[src/rtl/generator_pkg.sv]
// Shared types and helpers for the generator collector: FSM encoding, counter width, pair layout.
package generator_pkg;

  localparam int COUNT_W    = 16;
  localparam int PAIR_WIDTH = 32;

  localparam logic [2:0] S_IDLE    = 3'd0;
  localparam logic [2:0] S_START   = 3'd1;
  localparam logic [2:0] S_SKIP    = 3'd2;
  localparam logic [2:0] S_COLLECT = 3'd3;
  localparam logic [2:0] S_FINISH  = 3'd4;

  typedef enum logic [2:0] {
    ST_IDLE    = S_IDLE,
    ST_START   = S_START,
    ST_SKIP    = S_SKIP,
    ST_COLLECT = S_COLLECT,
    ST_FINISH  = S_FINISH
  } collector_state_t;

  typedef struct packed {
    logic signed [PAIR_WIDTH-1:0] x;
    logic signed [PAIR_WIDTH-1:0] y;
  } pair_t;

  function automatic logic [COUNT_W-1:0] sat_inc(input logic [COUNT_W-1:0] v);
    return (&v) ? v : v + 1'b1;
  endfunction

endpackage

[src/rtl/pair_fifo.sv]
// Synchronous pair FIFO with a registered head word; a push into an empty FIFO
// is visible on the head right after the pushing edge.
module pair_fifo #(
  parameter int WIDTH = 32,
  parameter int DEPTH = 16
) (
  input  logic               clk_i,
  input  logic               rst_ni,
  input  logic               push_i,
  input  logic [2*WIDTH-1:0] data_i,
  input  logic               pop_i,
  output logic [2*WIDTH-1:0] data_o,
  output logic               full_o,
  output logic               empty_o
);

  localparam int AW = $clog2(DEPTH);

  logic [2*WIDTH-1:0] mem [DEPTH];
  logic [2*WIDTH-1:0] head_q;
  logic [AW:0]        wr_ptr_q, wr_ptr_d, rd_ptr_q, rd_ptr_d;
  logic               push_ok, pop_ok;

  assign empty_o = (wr_ptr_q == rd_ptr_q);
  assign full_o  = (wr_ptr_q[AW] != rd_ptr_q[AW]) && (wr_ptr_q[AW-1:0] == rd_ptr_q[AW-1:0]);
  assign pop_ok  = pop_i && !empty_o;
  // A pop in the same cycle frees the slot a full-FIFO push needs.
  assign push_ok = push_i && (!full_o || pop_ok);

  assign wr_ptr_d = wr_ptr_q + {{AW{1'b0}}, push_ok};
  assign rd_ptr_d = rd_ptr_q + {{AW{1'b0}}, pop_ok};

  always_ff @(posedge clk_i) begin
    if (push_ok) begin
      mem[wr_ptr_q[AW-1:0]] <= data_i;
    end
  end

  always_ff @(posedge clk_i or negedge rst_ni) begin
    if (!rst_ni) begin
      wr_ptr_q <= '0;
      rd_ptr_q <= '0;
      head_q   <= '0;
    end else begin
      wr_ptr_q <= wr_ptr_d;
      rd_ptr_q <= rd_ptr_d;
      // Bypass when the new head is the word being written this edge.
      if (wr_ptr_d != rd_ptr_d) begin
        head_q <= (push_ok && (rd_ptr_d == wr_ptr_q)) ? data_i : mem[rd_ptr_d[AW-1:0]];
      end
    end
  end

  assign data_o = head_q;

endmodule

[src/rtl/generator_collector.sv]
// Starts a generator, captures its (out0, out1) pairs while done is low and
// buffers them for a valid/ready consumer, with drop and timeout tracking.
module generator_collector
  import generator_pkg::*;
#(
  parameter int WIDTH   = PAIR_WIDTH,
  parameter int DEPTH   = 16,
  parameter int TIMEOUT = 1024
) (
  input  logic                     _clock,
  input  logic                     _reset_n,
  input  logic                     _start,
  output logic                     _busy,
  output logic                     gen_start,
  input  logic signed [WIDTH-1:0]  gen_out0,
  input  logic signed [WIDTH-1:0]  gen_out1,
  input  logic                     gen_done,
  output logic signed [WIDTH-1:0]  _out0,
  output logic signed [WIDTH-1:0]  _out1,
  output logic                     _valid,
  input  logic                     _ready,
  output logic [COUNT_W-1:0]       _count,
  output logic                     _overflow,
  output logic                     _timeout,
  output logic                     _done
);

  localparam int TW = $clog2(TIMEOUT + 1);

  collector_state_t   state_q, state_d;
  logic [COUNT_W-1:0] count_q, count_d;
  logic [TW-1:0]      timer_q, timer_d;
  logic               overflow_q, overflow_d;
  logic               timeout_q, timeout_d;
  logic               gen_start_q, done_q, done_d;
  logic               push, pop, fifo_full, fifo_empty;
  logic [2*WIDTH-1:0] head;

  assign pop = _ready && !fifo_empty;

  always_comb begin
    state_d    = state_q;
    count_d    = count_q;
    timer_d    = timer_q;
    overflow_d = overflow_q;
    timeout_d  = timeout_q;
    push       = 1'b0;
    case (state_q)
      ST_IDLE, ST_FINISH: begin
        if (_start) begin
          state_d    = ST_START;
          count_d    = '0;
          overflow_d = 1'b0;
          timeout_d  = 1'b0;
        end
      end
      ST_START: state_d = ST_SKIP;
      ST_SKIP: begin
        state_d = ST_COLLECT;
        timer_d = '0;
      end
      ST_COLLECT: begin
        if (gen_done) begin
          state_d = ST_FINISH;
        end else begin
          push    = 1'b1;
          count_d = sat_inc(count_q);
          if (fifo_full && !pop) begin
            overflow_d = 1'b1;
          end
          // The pair on the expiring cycle is still captured.
          if (timer_q == TW'(TIMEOUT - 1)) begin
            timeout_d = 1'b1;
            state_d   = ST_FINISH;
          end else begin
            timer_d = timer_q + 1'b1;
          end
        end
      end
      default: state_d = ST_IDLE;
    endcase
  end

  assign done_d = (state_q == ST_FINISH) && (state_d == ST_FINISH) && fifo_empty;

  always_ff @(posedge _clock or negedge _reset_n) begin
    if (!_reset_n) begin
      state_q     <= ST_IDLE;
      count_q     <= '0;
      timer_q     <= '0;
      overflow_q  <= 1'b0;
      timeout_q   <= 1'b0;
      gen_start_q <= 1'b0;
      done_q      <= 1'b0;
    end else begin
      state_q     <= state_d;
      count_q     <= count_d;
      timer_q     <= timer_d;
      overflow_q  <= overflow_d;
      timeout_q   <= timeout_d;
      gen_start_q <= (state_d == ST_START);
      done_q      <= done_d;
    end
  end

  pair_fifo #(
    .WIDTH (WIDTH),
    .DEPTH (DEPTH)
  ) u_fifo (
    .clk_i   (_clock),
    .rst_ni  (_reset_n),
    .push_i  (push),
    .data_i  ({gen_out0, gen_out1}),
    .pop_i   (pop),
    .data_o  (head),
    .full_o  (fifo_full),
    .empty_o (fifo_empty)
  );

  assign _busy     = (state_q == ST_START) || (state_q == ST_SKIP) || (state_q == ST_COLLECT);
  assign gen_start = gen_start_q;
  assign _out0     = head[2*WIDTH-1:WIDTH];
  assign _out1     = head[WIDTH-1:0];
  assign _valid    = !fifo_empty;
  assign _count    = count_q;
  assign _overflow = overflow_q;
  assign _timeout  = timeout_q;
  assign _done     = done_q;

endmodule

[config.mk]
export PLATFORM = sky130hd
export DESIGN_NAME = generator_collector
export DESIGN_NICKNAME = d
export VERILOG_FILES = /design/src/rtl/generator_pkg.sv /design/src/rtl/pair_fifo.sv /design/src/rtl/generator_collector.sv
export SDC_FILE = /design/constraint.sdc
export NUM_CORES = 1
export LEC_CHECK = 0
export BUFFER_PORTS_ARGS = -buffer_cell sky130_fd_sc_hd__buf_2
export CAP_MARGIN = 40
export CORE_MARGIN = 10
export CORE_UTILIZATION = 40
export DETAILED_ROUTE_END_ITERATION = 6
export SYNTH_ARGS = -nofsm -noshare
export SYNTH_HDL_FRONTEND = slang
export SYNTH_SLANG_ARGS = --single-unit
[constraint.sdc]
create_clock -name _clock -period 13.3 [get_ports _clock]
set_input_delay 2.66 -clock _clock [delete_from_list [all_inputs] [get_ports _clock]]
set_output_delay 2.66 -clock _clock [all_outputs]
set_load 0.01 [all_outputs]
* Word-level counts from Yosys, hierarchy flattened
Memory sizes are Yosys's and may differ from the RTL's.
Index checks and enable logic that the tools add are counted.
Widths: inputs -> output; s select.
** Operators by class
- Equality and inequality tests :: 18
- Add/sub/neg operators :: 4
- Reductions and logical operators :: 23
- Muxes and demuxes :: 23
** Operator list (count)
- $mux 64 :: 1
- $mux 16 :: 3
- $pmux 16 s2 :: 1
- $mux 11 :: 2
- $pmux 11 s2 :: 1
- $add 16x1->16 const B :: 1
- $reduce_and 16->1 :: 1
- $ne 2x2->1 const B :: 6
- $pmux 3 s4 :: 1
- $reduce_and 4->1 :: 3
- $add 11x1->11 const B :: 1
- $eq 11x10->1 const B :: 1
- $add 5x1->5 :: 2
- $eq 5x5->1 :: 2
- $mux 1 :: 9
- $mux 3 :: 3
- $logic_and 1x1->1 :: 8
- $eq 3x1->1 const B :: 2
- $eq 3x2->1 const B :: 2
- $eq 3x3->1 const B :: 2
- $ne 5x5->1 :: 1
- $eq 4x4->1 :: 1
- $pmux 1 s2 :: 2
- $reduce_bool 2->1 :: 2
- 6 further kinds :: 10
** Storage, ports and cells
- Logic and storage cells :: 79
- RAM bits :: 1024
- Memories :: 1
- Register bits after elaboration :: 108
- Input port bits :: 69
** Memory list
- u_fifo.mem :: depth 16, width 64, read ports 1, clocked after Yosys merged registers in 0, write ports 1, line pair_fifo.sv:19 : logic [2*WIDTH-1:0] mem [DEPTH];

* Logic depth before layout (Yosys ltp)
Gate-level depths: netlist of run 1.
- Word-level depth :: 8
- Depth in mapped cells :: 16
- Depth with buffers taken out :: 13

* By module
A second synthesis of run 1 with hierarchy kept.
** Second synthesis, totals
- Cell total of the unflattened synthesis :: 2195
- Area total of the unflattened synthesis :: 44675.3 um^2
** By module, submodules not included
- pair_fifo :: cells an instance 2004, sequential area each 32601.3 um^2, times used 1, area an instance 42868.6 um^2
- generator_collector :: cells an instance 191, sequential area each 850.8 um^2, times used 1, area an instance 1806.7 um^2

* Worst setup path after synthesis of run 1
OpenSTA, ideal clock, no wires.
- Path type :: input-to-reg
- From :: in gen_done
- To :: mem u_fifo.mem[0][0] in the netlist's numbering (enable)
- Stages :: 4
- Arrival time :: 9895 ps
- Library setup time :: 667 ps
- Setup slack :: 2738 ps
- Cell sequence :: and4bb_2 > o31ai_1 > buf_2 > nor4b_1
** Between the ends
- Longest elaborated chain between the ends :: 5
** Ends and longest elaborated chain
- start, declared :: line generator_collector.sv:17 : input logic gen_done,
- $mux 1 :: line generator_collector.sv:63 : if (gen_done) begin
- $mux 1 :: line generator_collector.sv:48 : case (state_q)
- $logic_and 1x1->1 :: line pair_fifo.sv:28 : assign push_ok = push_i && (!full_o || pop_ok);
- $mux 1 :: line pair_fifo.sv:34 : if (push_ok) begin
- $mux 1 (implied by the code) :: line pair_fifo.sv:35 : mem[wr_ptr_q[AW-1:0]] <= data_i;
- end, declared :: line pair_fifo.sv:19
Every way passes these cells.

* Worst setup path after layout of run 1
- From :: in _ready
- To :: reg u_fifo.head_q[20] (netlist: u_fifo.data_o[20])
** Between the ends
- Longest elaborated chain between the ends :: 6
** Ends and longest elaborated chain
- start, declared :: line generator_collector.sv:21 : input logic _ready,
- $logic_and 1x1->1 * :: line generator_collector.sv:39 : assign pop = _ready && !fifo_empty;
- $logic_and 1x1->1 * :: line pair_fifo.sv:26 : assign pop_ok = pop_i && !empty_o;
- $add 5x1->5 * :: line pair_fifo.sv:31 : assign rd_ptr_d = rd_ptr_q + {{AW{1'b0}}, pop_ok};
- net u_fifo.rd_ptr_d[1] :: line pair_fifo.sv:21 : logic [AW:0] wr_ptr_q, wr_ptr_d, rd_ptr_q, rd_ptr_d;
- branches (longest 3 deep; another with $mem_v2 16x64)
- end signal, assigned :: line pair_fifo.sv:49 : head_q <= (push_ok && (rd_ptr_d == wr_ptr_q)) ? data_i : mem[rd_ptr_d[AW-1:0]];
- end, declared :: line pair_fifo.sv:20 : logic [2*WIDTH-1:0] head_q;
Mark *: on every way through the listed nets, which the timed path passes.
A chain may end at the register's enable or synchronous reset.

==> out/qor.csv, run 1 <==
stage,metric,value,unit
clocking,cts-hold-fix-buffers,0,
setup_path,critPathLaunch,_ready,
layout,area.growth.synth_to_final,14.73,%
place,post-dp-hpwl,55630,um
layout,final_cell_mix,"edfxtp_1, nand2_1, mux4_2, nand3_1, buf_2",
power_and_ir_drop,seqPwrFrac,0.375,
synth,synth_xor_area_frac,0.007727,
routing,viasPerCell,5.603,
synth,synthSimpleGateAreaFrac,0.06892,
routing,routed_wl,109200,um
global_routing,antenna_found_initial,13,
floorplanning,fp.dieArea,123300,um^2
sta,period_needed,5885,ps
global_routing,grt_max_degree,154,
sta,tns,0,ps
floorplanning,die_h,351.2,um
clocking,root_buffer,clkbuf_16,
setup_path,critPathLaunchType,input pin,
synth,synth_area_leaders,"edfxtp_1, mux4_2, dfrtp_1, nand2_1, nand3_1",
synth,avgSynthCellArea,18.61,um^2
routing,vias,22793,
synth,synth_area,43880,um^2
worst_hold_path,hp-class,flop to flop,
routing,drt-initial-drc-count,2081,
setup_path,slowest_stage,buf_12,
routing,ant_nets,0,
synth,yosys.area_share.adder,0.001711,
sta,worst_pin_slew,1050,ps
sta,rsz0062_at_grt,no,
routing,drc,0,
clocking,clkTransAtPathRegs,60,ps
synth,synth_top_area_frac,0.7008,
synth,synth.distinct_cells,41,
floorplanning,ios,155,
floorplanning,start_util,0.4031,
place,portBuffers,154,
place,placed_cell_area,46690,um^2
power_and_ir_drop,internal_power,7.709,mW
power_and_ir_drop,combPwrFrac,0.353,
clocking,cts_resized,0,
power_and_ir_drop,vdd_drop_max,0.2770,mV
global_routing,track_usage,0.1773,
synth,synth_cells,2358,
synth,syn_nets,2433,
worst_hold_path,holdCritStartpoint,_timeout,
clocking,ctsLongestPathBuffers,3,
floorplanning,design.core.area,108900,um^2
place,globalplace.congestion,0.7463,
setup_path,crit_chain,buf_2 -> and2_1 -> ha_4 -> ha_4 -> buf_12 -> buf_4 -> buf_16 -> mux4_2 -> nand2_1 -> nand3_1 -> nand3_1 -> a31oi_1,
sta,fmax,169.9,MHz
clocking,cts_setup_buffers,0,
routing,wl_per_cell,26.85,um
setup_path,worst-setup-path-type,input pin to flop,
synth,yosys_register_bits,1132,
synth,yosysSeqAreaShare,0.7624,
clocking,cts.sinks,1132,
status,status,"finished, final reports clean",
setup_path,critPathRequiredTime,13810,ps
power_and_ir_drop,p_leak,16.75,nW
clocking,clock_latency,700,ps
layout,stdcell_area,50340,um^2
sta,timing.hold.ws,500.7,ps
synth,synth.yosys.warnings,0,
power_and_ir_drop,netSwitchingPower,3.722,mW
power_and_ir_drop,swShare,0.3256,
setup_path,crit_arrival,6390,ps
sta,clock_skew,30.05,ps
floorplanning,die_w,351.2,um
layout,fin_nets,2628,
synth,synth_top_family_by_area,multiplexers,
power_and_ir_drop,clkPwrFrac,0.272,
layout,drive_above_1_share,0.2505,
sta,setup_violations,0,
layout,final_core_util,0.4625,
job,maxCapViolCount,0,
setup_path,endpoint_kind,flop,
sta,report.final.slew_viol_count,0,
power_and_ir_drop,powerDensity,227.1,nW/um^2
floorplanning,num_rows,121,
routing,first_pass_iters,6,
clocking,cts_made_buffers,112,
sta,hold_violations,0,
global_routing,grt_pass1_wl,161300,um
setup_path,slowest_delay,770,ps
clocking,cts_tree,built,
global_routing,first_global_vias,23492,
synth,synth_compound_area_frac,0.01295,
sta,max-slew-margin-rel,0.3001,
clocking,htree_levels,3,
setup_path,crit_path_max_fanout,153,
sta,min_period_over_period,0.4425,
layout,final_common_cell,edfxtp_1,
synth,synthMuxAreaShare,0.1316,
setup_path,reg2reg_from,u_fifo.wr_ptr_q[3],
global_routing,overflow,0,
synth,yosysTopAreaCell,edfxtp_1,
==> synth_stat cells <==
master,number
a2111oi_1,1
a21boi_0,1
a21oi_1,8
a31oi_1,64
and2_1,2
and3_1,5
and4bb_2,1
buf_1,11
buf_2,45
buf_4,4
buf_6,6
clkbuf_1,69
dfrtp_1,108
edfxtp_1,1024
ha_1,6
inv_1,6
mux2i_1,1
mux4_2,256
nand2_1,343
nand2b_1,2
nand3_1,206
nand3_2,3
nand3b_1,3
nand4_1,12
nand4b_1,1
nor2_1,92
nor3_1,8
nor3b_1,1
nor4_1,5
nor4_4,1
nor4b_1,1
o2111ai_1,1
o21ai_0,12
o311a_1,1
o31a_1,1
o31ai_1,3
or3_1,5
or4_1,2
xnor2_1,19
xnor2_2,2
xor2_1,16
==> stage by stage <==
step	cells	setup slack (ps)	power, mW
6_report	4068	7415	11.43
5_1_grt	4066	7267	12.05
4_1_cts	4064	7488	11.59
3_5_place_dp	3852	6777	8.472
3_3_place_gp	3841	6557	8.387
2_1_floorplan	2358	2738	7.269
==> metal layers <==
layer	routed length, um	track usage
met1	45630	0.2381
met2	54360	0.2956
met5	48	0
met3	7012	0.03373
met4	2173	0.04727
==> cells by family after synthesis <==
kind of cell | count (synthesis)
flops | 1132
simple gates | 693
mux | 257
buf+inv | 141
compound gates | 92
xor+xnor | 37
fa+ha+maj | 6
==> layout make-up <==
type | instances | area [um^2]
Antenna cell | 3 | 7.507
Clock buffer | 168 | 3269
Clock inverter | 44 | 375.4
Fill cell | 9004 | 58510
Inverter | 6 | 25.02
Multi-Input combinational cell | 1085 | 9951
Sequential cell | 1132 | 33450
Tap cell | 1414 | 1769
Timing Repair Buffer | 216 | 1495
==> state kept, by name, indices dropped and copies added (netlist names) <==
register and count:
_count 16, _done 1, _overflow 1, _timeout 1, gen_start 1, state_q 3, timer_q 11, u_fifo.data_o 64
u_fifo.mem 1024, u_fifo.rd_ptr_q 5, u_fifo.wr_ptr_q 5
==> power by group through the flow <==
stage	Sequential, mW	Combinational, mW	Clock, mW
2_1_floorplan	4.34	2.93	0
3_3_place_gp	4.35	4.03	0
3_5_place_dp	4.37	4.11	0
4_1_cts	4.29	4.12	3.18
5_1_grt	4.31	4.42	3.32
6_report	4.29	4.03	3.11
==> worst max-delay path, delay by kind of cell <==
family	cells	cell delay (ps)
buffers and inverters	4	1790
multiplexers	1	340
AO/OA/AOI/OAI	1	80
adder cells (fa/ha/maj)	2	810
AND/OR/NAND/NOR	4	460
==> path summary, 6_finish.rpt <==
kind                                endpoint  cells after the start  slack (ps)
hold / removal                      _timeout                      2         500
setup / recovery           u_fifo.data_o[20]                     12        7410
setup reg to reg           u_fifo.data_o[20]                     15        8090
max in group asynchronous  u_fifo.data_o[15]                      3       10140
hold reg to reg                     _timeout                      2         500
min in group asynchronous  u_fifo.data_o[63]                      2        2020
Power figures use the tool's default switching activity.
==> inputs of run 2 (changes only) <==
==> constraint.sdc (replaced) <==
create_clock -name _clock -period 5.5 [get_ports _clock]
set_input_delay 1.1 -clock _clock [delete_from_list [all_inputs] [get_ports _clock]]
set_output_delay 1.1 -clock _clock [all_outputs]
set_load 0.01 [all_outputs]
==> out/qor.csv, run 2 (same netlist as run 1, synthesis figures left out) <==
stage,metric,value,unit
layout,final_core_util,0.4644,
setup_path,crit_path_max_fanout,60,
routing,routed_wl,108600,um
job,maxCapViolCount,0,
sta,rsz0062_at_grt,no,
power_and_ir_drop,powerDensity,550.3,nW/um^2
sta,fmax,221.5,MHz
clocking,root_buffer,clkbuf_16,
floorplanning,die_h,351.2,um
routing,wl_per_cell,26.77,um
routing,ant_nets,0,
setup_path,worst-setup-path-type,flop to flop,
layout,seq_area,33450,um^2
clocking,cts-hold-fix-buffers,0,
sta,period_needed,4515,ps
setup_path,timing.rr.end,u_fifo.data_o[24],
clocking,clkTransAtPathRegs,60,ps
setup_path,crit_chain,xnor2_1 -> nand4_1 -> inv_1 -> nand2_1 -> and2_1 -> ha_4 -> ha_4 -> xnor2_2 -> buf_4 -> xnor2_1 -> or4_4 -> buf_12 -> nor2_1 -> a31oi_1,
setup_path,critPathLaunchType,flop,
sta,setup_violations,0,
routing,drc,0,
sta,max-slew-margin-rel,0.3829,
place,globalplace.congestion,0.7218,
routing,vias,22893,
global_routing,overflow,0,
power_and_ir_drop,clkPwrFrac,0.275,
clocking,clock_latency,720,ps
layout,final_common_cell,edfxtp_1,
layout,fillers,9053,
place,portBuffers,154,
floorplanning,design.core.area,108900,um^2
routing,first_pass_iters,6,
routing,drt-initial-drc-count,2321,
setup_path,slowest_delay,870,ps
place,dp_cells,3848,
floorplanning,ios,155,
sta,hold_violations,0,
power_and_ir_drop,swShare,0.3280,
layout,multi_input_comb_area,10020,um^2
setup_path,critPathLaunch,u_fifo.wr_ptr_q[3],
layout,fin_nets,2622,
layout,drive_above_1_share,0.2495,
floorplanning,start_util,0.4031,
floorplanning,num_rows,121,
global_routing,track_usage,0.1754,
floorplanning,fp.dieArea,123300,um^2
sta,min_period_over_period,0.8208,
status,status,"finished, final reports clean",
power_and_ir_drop,vdd_drop_max,0.6081,mV
power_and_ir_drop,netSwitchingPower,9.124,mW
clocking,cts_setup_buffers,0,
power_and_ir_drop,p_leak,16.78,nW
global_routing,first_global_vias,23768,
power_and_ir_drop,internal_power,18.69,mW
clocking,cts_resized,0,
clocking,ctsLongestPathBuffers,3,
place,post-dp-hpwl,54670,um
global_routing,grt_pass1_wl,160300,um
sta,report.final.slew_viol_count,0,
setup_path,crit_path_end,u_fifo.data_o[24],
sta,clock_skew,37.50,ps
global_routing,antenna_found_initial,14,
worst_hold_path,hp-class,input pin to asynchronous set/reset pin,
power_and_ir_drop,finalPower,27.82,mW
routing,viasPerCell,5.644,
setup_path,slowest_stage,or4_4,
clocking,cts.sinks,1132,
clocking,htree_levels,3,
layout,largest_reg_flops,1024,
setup_path,endpoint_kind,flop,
floorplanning,die_w,351.2,um
global_routing,grtUsageMet1,0.2394,
setup_path,r2r_cells,14,
layout,fin_cells,4056,
sta,worst_pin_slew,925.6,ps
clocking,cts_made_buffers,111,
setup_path,r2r_slack,990,ps
clocking,cts_tree,built,
global_routing,top_usage_layer,met2,
power_and_ir_drop,seqPwrFrac,0.374,
global_routing,use_met2,0.2874,
setup_path,crit_arrival,5070,ps
global_routing,met3_usage,0.03468,
layout,final_cell_mix,"edfxtp_1, nand2_1, mux4_2, nand3_1, buf_2",
global_routing,grt_max_degree,138,
sta,tns,0,ps
setup_path,critPathRequiredTime,6060,ps
layout,area.growth.synth_to_final,15.21,%
setup_path,reg2reg_from,u_fifo.wr_ptr_q[3],
power_and_ir_drop,combPwrFrac,0.351,
sta,timing.hold.ws,473.9,ps
## run 2: critical path, delay by kind of cell, from the launching register on
family	cells	cell delay [ps]
fa+ha+maj	2	330
xor+xnor	3	720
compound gates	1	60
simple gates	5	1590
flops	1	570
buf+inv	3	1030
## run 2: through the flow
step,cell area (um^2),setup slack (ps)
2_1_floorplan,43920,-1223
3_3_place_gp,46610,866.1
3_5_place_dp,46830,943.1
4_1_cts,50550,908.5
5_1_grt,50550,587.6
6_report,50550,985.5
## run 2: layout make-up
class                      instances  area share
antenna                            1  0.00004950
multi-input combinational       1085      0.1981
tap                             1414     0.03500
timing repair buffer             211     0.03091
clock inverter                    53     0.01218
clock buffer                     154     0.06150
inverter                           6   0.0005198
sequential                      1132      0.6617
## run 2: power by group through the flow
stage	Clock [mW]	Combinational, mW	Sequential, mW
2_1_floorplan	0	7.09	10.5
4_1_cts	7.79	9.98	10.4
6_report	7.65	9.78	10.4
3_5_place_dp	0	9.94	10.6
5_1_grt	8.16	10.7	10.4
3_3_place_gp	0	9.82	10.6
## run 2: routing by layer
| layer | routed length (um) | vias to the layer above |
|---|---|---|
| li1 | - | 9717 |
| met1 | 45330 | 12133 |
| met2 | 52710 | 841 |
| met3 | 8015 | 188 |
| met4 | 2427 | 14 |
| met5 | 111 | - |
## run 2: how the worst min path moves through the flow
| stage | to | slack [ps] | cells after the start |
|---|---|---|---|
| global route | u_fifo.data_o[35] | 500 | 1 |
| CTS | u_fifo.data_o[18] | 460 | 1 |
| finish | u_fifo.data_o[18] | 470 | 1 |
| global placement | _overflow | 480 | 2 |
| detailed placement | _timeout | 490 | 2 |
| floorplan | timer_q[0] | 490 | 1 |
==> inputs of run 3 (changes only) <==
==> constraint.sdc (replaced) <==
create_clock -name _clock -period 3.6 [get_ports _clock]
set_input_delay 0.72 -clock _clock [delete_from_list [all_inputs] [get_ports _clock]]
set_output_delay 0.72 -clock _clock [all_outputs]
set_load 0.01 [all_outputs]
==> out/qor.csv, run 3 (same netlist as run 1, synthesis figures left out) <==
stage,metric,value,unit
status,status,"finished, final reports clean",
floorplanning,fp.dieArea,123300,um^2
floorplanning,start_util,0.4031,
clocking,cts_tree,built,
routing,viasPerCell,5.630,
clocking,cts-hold-fix-buffers,0,
clocking,cts_made_buffers,113,
sta,period_needed,3385,ps
global_routing,grt_pass1_wl,162400,um
layout,fillers,9009,
power_and_ir_drop,internal_power,29.24,mW
power_and_ir_drop,vdd_drop_max,0.6706,mV
power_and_ir_drop,powerDensity,847.7,nW/um^2
layout,area.growth.synth_to_final,16.36,%
power_and_ir_drop,netSwitchingPower,14.05,mW
clocking,cts_setup_buffers,0,
layout,final_core_util,0.4691,
clocking,clock_latency,690,ps
place,globalplace.congestion,0.7548,
power_and_ir_drop,p_leak,17.04,nW
global_routing,grtUsageMet1,0.2372,
layout,fin_nets,2655,
setup_path,crit_chain,xnor2_1 -> nand4_1 -> inv_1 -> nand2_1 -> and2_1 -> ha_4 -> ha_4 -> buf_12 -> buf_12 -> mux4_2 -> nand2_1 -> nand3_1 -> nand3_1 -> a31oi_1,
clocking,clkTransAtPathRegs,60,ps
place,portBuffers,154,
floorplanning,design.core.area,108900,um^2
setup_path,path_depth,14,
power_and_ir_drop,finalPower,43.28,mW
routing,first_pass_iters,5,
global_routing,use_met2,0.2943,
sta,fmax,295.4,MHz
setup_path,slowest_delay,460,ps
setup_path,slowest_stage,dfrtp_1,
floorplanning,num_rows,121,
place,dp_cells,3879,
layout,final_common_cell,edfxtp_1,
floorplanning,die_w,351.2,um
layout,final_cell_mix,"edfxtp_1, nand2_1, mux4_2, nand3_1, buf_2",
routing,drt-initial-drc-count,1958,
power_and_ir_drop,seqPwrFrac,0.364,
sta,hold_violations,0,
setup_path,crit_arrival,3910,ps
layout,multi_input_comb_area,10040,um^2
routing,vias,23066,
sta,max-slew-margin-rel,0.3953,
global_routing,overflow,0,
setup_path,worst-setup-path-type,flop to flop,
layout,largest_reg_flops,1024,
job,maxCapViolCount,0,
sta,finalWorstSetupSlack,214.8,ps
setup_path,endpoint_kind,flop,
setup_path,reg2reg_from,u_fifo.rd_ptr_q[2],
sta,rsz0062_at_grt,no,
setup_path,critPathRequiredTime,4120,ps
clocking,ctsLongestPathBuffers,3,
floorplanning,ios,155,
sta,worst_pin_slew,905.0,ps
sta,clock_skew,27.11,ps
setup_path,crit_buf_inv,3,
sta,setup_violations,0,
layout,seq_area,33450,um^2
sta,min_period_over_period,0.9403,
clocking,root_buffer,clkbuf_16,
global_routing,met3_usage,0.04001,
routing,routed_wl,109800,um
worst_hold_path,hp-class,input pin to asynchronous set/reset pin,
setup_path,critPathLaunchType,flop,
setup_path,crit_family,simple AND/OR/NAND/NOR gates,
sta,report.final.slew_viol_count,0,
global_routing,first_global_vias,24111,
setup_path,crit_path_max_fanout,61,
global_routing,track_usage,0.1781,
routing,drc,0,
layout,drive_above_1_share,0.2591,
place,dp_slack,82.03,ps
routing,ant_nets,0,
clocking,htree_levels,3,
routing,wl_per_cell,26.80,um
power_and_ir_drop,clkPwrFrac,0.272,
sta,timing.hold.ws,73.05,ps
power_and_ir_drop,combPwrFrac,0.364,
power_and_ir_drop,swShare,0.3245,
place,post-dp-hpwl,56550,um
layout,fin_cells,4097,
setup_path,r2r_slack,210,ps
setup_path,timing.rr.end,u_fifo.data_o[57],
floorplanning,die_h,351.2,um
global_routing,grt_max_degree,87,
clocking,cts.sinks,1132,
global_routing,antenna_found_initial,13,
global_routing,top_usage_layer,met2,
setup_path,r2r_cells,14,
[run 3: cell count changes in the layout (fill, tap and decap cells not counted), moves of 4 or more]
cell / before / now
buf_16: 7 / 0
clkinv_2: 12 / 16
clkbuf_8: 17 / 12
buf_4: 31 / 40
clkbuf_1: 26 / 31
buf_12: 17 / 47
inv_6: 1 / 5
[run 3: per-layer routing]
layer | share of wire | vias to the layer above
met5 | 0.00084 | -
li1 | - | 9805
met1 | 0.41 | 12234
met2 | 0.49 | 830
met3 | 0.076 | 183
met4 | 0.022 | 14
[run 3: layout make-up]
cell class,count,share of cell area
Inverter,6,0.0005146
Antenna cell,4,0.0001960
Sequential cell,1132,0.6552
Tap cell,1414,0.03465
Multi-Input combinational cell,1085,0.1967
Clock buffer,157,0.06139
Clock inverter,57,0.01169
Timing Repair Buffer,242,0.03975
[run 3: metrics by stage]
stage / setup TNS, ps / cell area, um^2
final: 0 / 51060
after global routing: 0 / 51050
after CTS: 0 / 51040
after global placement: 0 / 47310
after detailed placement: 0 / 47310
after floorplan: -275550 / 44030
[run 3: worst max-delay path by stage]
stage,startpoint,end,slack (ps)
6_report,u_fifo.rd_ptr_q[2],u_fifo.data_o[57],210
5_1_grt,u_fifo.rd_ptr_q[2],u_fifo.data_o[58],30
4_1_cts,u_fifo.rd_ptr_q[2],u_fifo.data_o[40],60
3_5_place_dp,gen_done,u_fifo.data_o[40],80
3_3_place_gp,gen_done,u_fifo.data_o[2],190
2_1_floorplan,gen_done,u_fifo.mem[7][0],-740
[run 3: timing repair]
action	in CTS	in global routing
hold endpoints to repair	0	0
resized for setup	0	2
endpoints found under the setup margin	0	39
[run 3: power groups by stage]
stage | combinational (mW) | sequential (mW) | clock [mW]
floorplan | 10.9 | 16.0 | 0
finish | 15.8 | 15.8 | 11.8
CTS | 16.0 | 15.8 | 12.0
detailed placement | 16.0 | 16.0 | 0
global route | 17.2 | 15.8 | 12.5
global placement | 15.8 | 16.0 | 0
